<file path="config.mk">
export PLATFORM = sky130hd
export DESIGN_NAME = ks_sub_pipe
export DESIGN_NICKNAME = d
export VERILOG_FILES = /design/src/rtl/ks_sub_pkg.sv /design/src/rtl/ks_sub_pipe_level.sv /design/src/rtl/ks_sub_pipe.sv
export SDC_FILE = /design/constraint.sdc
export NUM_CORES = 1
export LEC_CHECK = 0
export CORE_ASPECT_RATIO = 0.7
export CORE_MARGIN = 4
export CORE_UTILIZATION = 45
export DETAILED_ROUTE_END_ITERATION = 8
export PLACE_DENSITY = 0.66
export SETUP_SLACK_MARGIN = 0.3
export SLEW_MARGIN = 20
export SYNTH_ARGS = -nofsm -noshare
export SYNTH_HDL_FRONTEND = slang
export SYNTH_HIERARCHICAL = 1
export SYNTH_SLANG_ARGS = --single-unit
</file>
<file path="constraint.sdc">
create_clock -name clk -period 4.9 [get_ports clk]
set_input_delay 0.735 -clock clk [delete_from_list [all_inputs] [get_ports clk]]
set_output_delay 0.735 -clock clk [all_outputs]
set_load 0.03 [all_outputs]
</file>
<file path="src/rtl/ks_sub_pkg.sv">
// ks_sub_pkg: shared constants, stage bundle type and register-placement
// helper for the pipelined Kogge-Stone subtractor.
package ks_sub_pkg;

  localparam int unsigned KS_WIDTH  = 8;
  localparam int unsigned KS_TAG_W  = 4;
  localparam int unsigned LEVELS    = $clog2(KS_WIDTH);
  // A pipeline register follows every STAGE_GAP prefix levels.
  localparam int unsigned STAGE_GAP = 2;

  // Per-stage bundle; lane -1 occupies bit 0 of p/g.
  typedef struct packed {
    logic                valid;
    logic [KS_WIDTH:0]   p;
    logic [KS_WIDTH:0]   g;
    logic                a_msb;
    logic                b_msb;
    logic [KS_TAG_W-1:0] tag;
  } ks_stage_t;

  // True when a register sits after prefix level lvl (1-based). The last
  // level is registered together with post-processing instead.
  function automatic bit reg_after_level(int unsigned lvl, int unsigned levels);
    return (lvl < levels) && ((lvl % STAGE_GAP) == 0);
  endfunction

endpackage

</file>
<file path="src/rtl/ks_sub_pipe_level.sv">
// ks_prefix_level: one Kogge-Stone prefix level (0-based LVL).
// Ports: p_in/g_in  group propagate/generate per node (node 0 = lane -1)
//        p_out/g_out combined group signals after this level
module ks_prefix_level #(
  parameter int unsigned WIDTH = 8,
  parameter int unsigned LVL   = 0
) (
  input  logic [WIDTH:0] p_in,
  input  logic [WIDTH:0] g_in,
  output logic [WIDTH:0] p_out,
  output logic [WIDTH:0] g_out
);

  localparam int unsigned SPAN = 1 << LVL;

  for (genvar n = 0; n <= WIDTH; n++) begin : g_lane
    if (n < SPAN) begin : g_pass
      // Partner would lie below lane -1: nothing to combine.
      assign p_out[n] = p_in[n];
      assign g_out[n] = g_in[n];
    end else if (n < 2 * SPAN) begin : g_grey
      // Partner group already reaches lane -1 (p = 0), so only g matters.
      assign p_out[n] = 1'b0;
      assign g_out[n] = g_in[n] | (p_in[n] & g_in[n-SPAN]);
    end else begin : g_black
      assign p_out[n] = p_in[n] & p_in[n-SPAN];
      assign g_out[n] = g_in[n] | (p_in[n] & g_in[n-SPAN]);
    end
  end

endmodule

</file>
<file path="src/rtl/ks_sub_pipe.sv">
// ks_sub_pipe: pipelined Kogge-Stone subtractor, diff = a - b - bin.
// Ports: clk/rst (sync, active-high); in_valid/in_ready/a/b/bin/in_tag on
//        the input side; out_valid/out_ready/diff/bout/ovf/zero/out_tag on
//        the output side. Global-stall flow control: in_ready = adv.
module ks_sub_pipe
  import ks_sub_pkg::*;
#(
  parameter int unsigned WIDTH = KS_WIDTH,
  parameter int unsigned TAG_W = KS_TAG_W
) (
  input  logic             clk,
  input  logic             rst,
  input  logic             in_valid,
  output logic             in_ready,
  input  logic [WIDTH-1:0] a,
  input  logic [WIDTH-1:0] b,
  input  logic             bin,
  input  logic [TAG_W-1:0] in_tag,
  output logic             out_valid,
  input  logic             out_ready,
  output logic [WIDTH-1:0] diff,
  output logic             bout,
  output logic             ovf,
  output logic             zero,
  output logic [TAG_W-1:0] out_tag
);

  localparam int unsigned N_LVL = $clog2(WIDTH);

  // Stage bundle; p0 keeps the original lane propagate for post-processing.
  typedef struct packed {
    logic             valid;
    logic [WIDTH-1:0] p0;
    logic [WIDTH:0]   p;
    logic [WIDTH:0]   g;
    logic             a_msb;
    logic             b_msb;
    logic [TAG_W-1:0] tag;
  } node_t;

  logic             adv;
  logic [WIDTH-1:0] p_lane;
  logic [WIDTH-1:0] g_lane;
  node_t            pre;
  node_t            s0;
  node_t            node [N_LVL+1];
  node_t            fin;
  logic [WIDTH-1:0] diff_c;
  logic             cout_c;
  logic             unused_p;

  assign adv      = ~out_valid | out_ready;
  assign in_ready = adv;

  // Pre-processing of a + ~b + ~bin; lane -1 carries g = ~bin, p = 0.
  assign p_lane = a ^ ~b;
  assign g_lane = a & ~b;
  assign pre = '{valid: in_valid, p0: p_lane, p: {p_lane, 1'b0},
                 g: {g_lane, ~bin}, a_msb: a[WIDTH-1], b_msb: b[WIDTH-1],
                 tag: in_tag};

  // S0: register after pre-processing.
  always_ff @(posedge clk) begin
    if (rst)      s0.valid <= 1'b0;
    else if (adv) s0       <= pre;
  end
  assign node[0] = s0;

  // Prefix levels, registered after every STAGE_GAP levels.
  for (genvar k = 1; k <= N_LVL; k++) begin : g_lvl
    logic [WIDTH:0] lp;
    logic [WIDTH:0] lg;
    node_t          raw;

    ks_prefix_level #(.WIDTH(WIDTH), .LVL(k - 1)) u_level (
      .p_in  (node[k-1].p),
      .g_in  (node[k-1].g),
      .p_out (lp),
      .g_out (lg)
    );

    always_comb begin
      raw   = node[k-1];
      raw.p = lp;
      raw.g = lg;
    end

    if (reg_after_level(k, N_LVL)) begin : g_reg
      node_t r;
      always_ff @(posedge clk) begin
        if (rst)      r.valid <= 1'b0;
        else if (adv) r       <= raw;
      end
      assign node[k] = r;
    end else begin : g_wire
      assign node[k] = raw;
    end
  end

  // Post-processing. The top node spans lanes 0..WIDTH-1 only, so lane -1
  // is folded in here with one last grey cell to form the carry out.
  assign fin      = node[N_LVL];
  assign diff_c   = fin.p0 ^ fin.g[WIDTH-1:0];
  assign cout_c   = fin.g[WIDTH] | (fin.p[WIDTH] & fin.g[0]);
  assign unused_p = ^fin.p[WIDTH-1:0];

  // Final stage drives the outputs.
  always_ff @(posedge clk) begin
    if (rst) begin
      out_valid <= 1'b0;
      diff      <= '0;
      bout      <= 1'b0;
      ovf       <= 1'b0;
      zero      <= 1'b0;
      out_tag   <= '0;
    end else if (adv) begin
      out_valid <= fin.valid;
      diff      <= diff_c;
      bout      <= ~cout_c;
      ovf       <= (fin.a_msb ^ fin.b_msb) & (diff_c[WIDTH-1] ^ fin.a_msb);
      zero      <= (diff_c == '0);
      out_tag   <= fin.tag;
    end
  end

endmodule

</file>
== Word-level counts from Yosys, hierarchy flattened ==
Index checks and enable logic that the tools add are counted.
W data, S select, Z words.
Word-level totals
  memory bits (read-only): 0
  logic and storage cells: 88
  bits in latches: 0
  bits in registers: 69
  memory bits (writable): 0
  output and inout bits: 17
  memories kept: 0
Operators by class
  $mul: 0
  eq/ne operators: 0
  mux-type cells: 0
  bitwise operators: 67
  reduce and logical (&&, ||, !) cells: 2
  shift operators: 0
  div/mod/pow operators: 0
  add/sub/neg operators: 0
  magnitude comparators: 0
Operators with widths (number)
  $and A1 B1 Y1: 35
  $or A1 B1 Y1: 22
  $xor A8 B8 Y8: 2
  $and A8 B8 Y8: 1
  $logic_not A8 Y1: 1
  $not A8 Y8: 1
  $not A1 Y1: 4
  $reduce_and A2 Y1: 1
  $xor A1 B1 Y1: 2

== Depth between registers and ports, before layout ==
  depth after elaboration: 5
  mapped depth: 6
  gate-level depth less buffers: 4

== Modules after synthesis ==
The synthesis kept the hierarchy.
Modules (own cells, without submodules)
  ks_sub_pipe: area each 2521.2 um2, times used 1, cells each 157
  ks_prefix_level (g_lvl[3].u_level): area each 137.6 um2, times used 1, cells each 19
  ks_prefix_level (g_lvl[2].u_level): area each 132.6 um2, times used 1, cells each 19
  ks_prefix_level (g_lvl[1].u_level): area each 131.4 um2, times used 1, cells each 19

== Least setup slack after synthesis ==
Ideal clock, no wire load.
  path type: input-to-reg
  start point: input port rst
  end point: register g_lvl[2].g_reg.r (netlist bit fin[0]) (enable)
  stages: 3
  path slack: 972 ps
  data arrival time: 3460 ps
  setup time: 468 ps
  path buffers: 2
  cell sequence: clkbuf_1 > clkbuf_1 > nor2_1
Between the ends
  longest elaborated chain between the ends: 2
RTL lines
  start: declaration: RTL line ks_sub_pipe.sv:12  | input logic rst,
  $not A1 Y1 (no source line)
  $reduce_and A2 Y1 (no source line)
  end signal: assignment: RTL line ks_sub_pipe.sv:92  | else if (adv) r <= raw;
  end: declaration: RTL line ks_sub_pipe.sv:89  | node_t r;
No other way between the ends.
A chain may end at the register's enable or synchronous reset.

== Worst setup path in the final report ==
  start point: input port out_ready
  end point: output port in_ready
Between the ends
  longest elaborated chain between the ends: 1
RTL lines
  start: declaration: RTL line ks_sub_pipe.sv:20  | input logic out_ready,
  $or A1 B1 Y1: RTL line ks_sub_pipe.sv:52  | assign adv = ~out_valid | out_ready;
  end: declaration: RTL line ks_sub_pipe.sv:14  | output logic in_ready,
No other way between the ends.

==> run metrics <==
status finished clean; final non-filler cell total 313; yosys warns 6; power per cell area 387 mW/mm²; worst vdd ir 0.199 mV; GPL Wtd Cong 0.737; Post-CTS Setup Inserts 0; crit path launch type input port; nets 266; share of layout cells above drive strength 1 8.82%; post_cts resized 0; hold crit path type flip-flop to flip-flop; Avg Inst Size Synth 14.0 µm²; Clk Latency, worst-skew pair 340 ps; M1 wire length 1860 µm; final setup margin 1380 ps; syn nets 225; cells on worst reg2reg path 3; Max clock buf depth 2; CTS Sinks 69; grt ovf 0; Buffers on Ports 41; DP Cell Count 297; I/O pin cnt 42; Hold Path Cell Cnt 0; TritonCTS buffer count 9; max cap viols 0; CTS Root Cell clkbuf_8; Final Max Tran Viols 0; drt via density 4.62; Final Instance Area 0.00333 mm²; Core Area 0.00576 mm²; Final Util 57.8%; first-pass GRT wire length 6150 µm; wire length on met3 317 µm; Slew headroom 34.1%; ANT cells 0; Worst Setup Path Type input port to primary output; f_max 284 MHz; post-DP HPWL 2710 µm; Data arrival, critical path 2790 ps; Critical Path Sink Type primary output; unrepaired setup endpoints after global routing false; # setup viols final 0; drt wl/cell 12.2 µm; pre-CTS WS 1390 ps; antenna violations before repair 0; Worst Skew 9.51 ps; LEAKAGE 1.32 nW; fin crit period 3520 ps; H-tree levels 3; Sequential Area 0.00189 mm²; routed wire length 3810 µm; Die H 72.6 µm; Layout fillers 487; Final Power 1.29 mW; die area 0.00728 mm²; critical-path maximum fanout 28; die width 100 µm; DR iter-0 viols 92; All-Layer GR Usage 11.2%; Critical Path RT 4160 ps; synth-to-layout area growth 24.1%; met2 routed WL 1600 µm; drt first pass iters 4; Placed Area 0.00312 mm²; CTS tree yes; hold_buf cts 0; final worst-path cycle share 71.9%; post-route antenna net violation count 0; Final Hold Fails 0; Vias 1445; Mapped Cells 192; largest net degree at the start of global routing 37; Least-Margin Pin Slew 986 ps; Remaining DRCs 0; Rows 23; Mapped Area 0.00268 mm²; footprint of the multi-input gates 673 µm²; Initial Util 46.6%; max layer used met4; Fin Hold WS 424 ps; setup TNS 0 ps; Worst-path clk slew 70 ps; vias in the first global route 1390
==> path summary, 6_finish.rpt <==
path | from | end | slack (ps)
worst max-delay path | out_ready | in_ready | 1380
worst min-delay path | g_lvl[1].raw[1] | fin[1] | 420
worst max register to register | out_valid | g_lvl[2].g_reg.r[23] | 2880
worst min register to register | g_lvl[1].raw[1] | fin[1] | 420
==> cell usage in the layout (no fill, tap or decap), types with 9 or more instances in the layout <==
| master | instances |
|---|---|
| edfxtp_1 | 51 |
| clkdlybuf4s50_1 | 41 |
| a21o_1 | 20 |
| dfxtp_1 | 18 |
| nand2_1 | 16 |
| and2_1 | 12 |
| inv_1 | 10 |
| nor2_1 | 10 |
| a21oi_1 | 9 |
| clkbuf_8 | 9 |
==> critical path, stage by stage <==
cell	delay, ps
clkdlybuf4s50_1	400
nor2b_1	580
inv_2	370
clkdlybuf4s50_1	690
==> flip-flops by register name, summed over array words and instances (netlist names) <==
| register | cells |
|---|---|
| node | 9 |
| bout | 1 |
| out_valid | 1 |
| zero | 1 |
| g_lvl.g_reg.r | 14 |
| fin | 15 |
| diff | 8 |
| g_lvl.raw | 15 |
| ovf | 1 |
| out_tag | 4 |
==> power breakdown <==
part	internal, mW	total, mW	switching (mW)
clock network	0.248	0.461	0.212
registers	0.676	0.697	0.0209
logic	0.0642	0.131	0.0666
total	0.988	1.29	0.300
==> metal layers <==
metal / track usage [%] / vias to the layer above
met5: 0 / -
met4: 4.93 / 0
met3: 5.35 / 5
met2: 16.2 / 40
met1: 14.5 / 641
li1: - / 759
==> cell type report <==
cell class | instances | area share, %
clock inverters | 5 | 1.13
repair buffers | 42 | 12.6
inverters | 11 | 1.24
clock buffers | 11 | 5.22
multi-input cells | 100 | 20.2
well taps | 75 | 2.82
flip-flops and latches | 69 | 56.8
No activity file was read; power rests on OpenSTA's default activity.
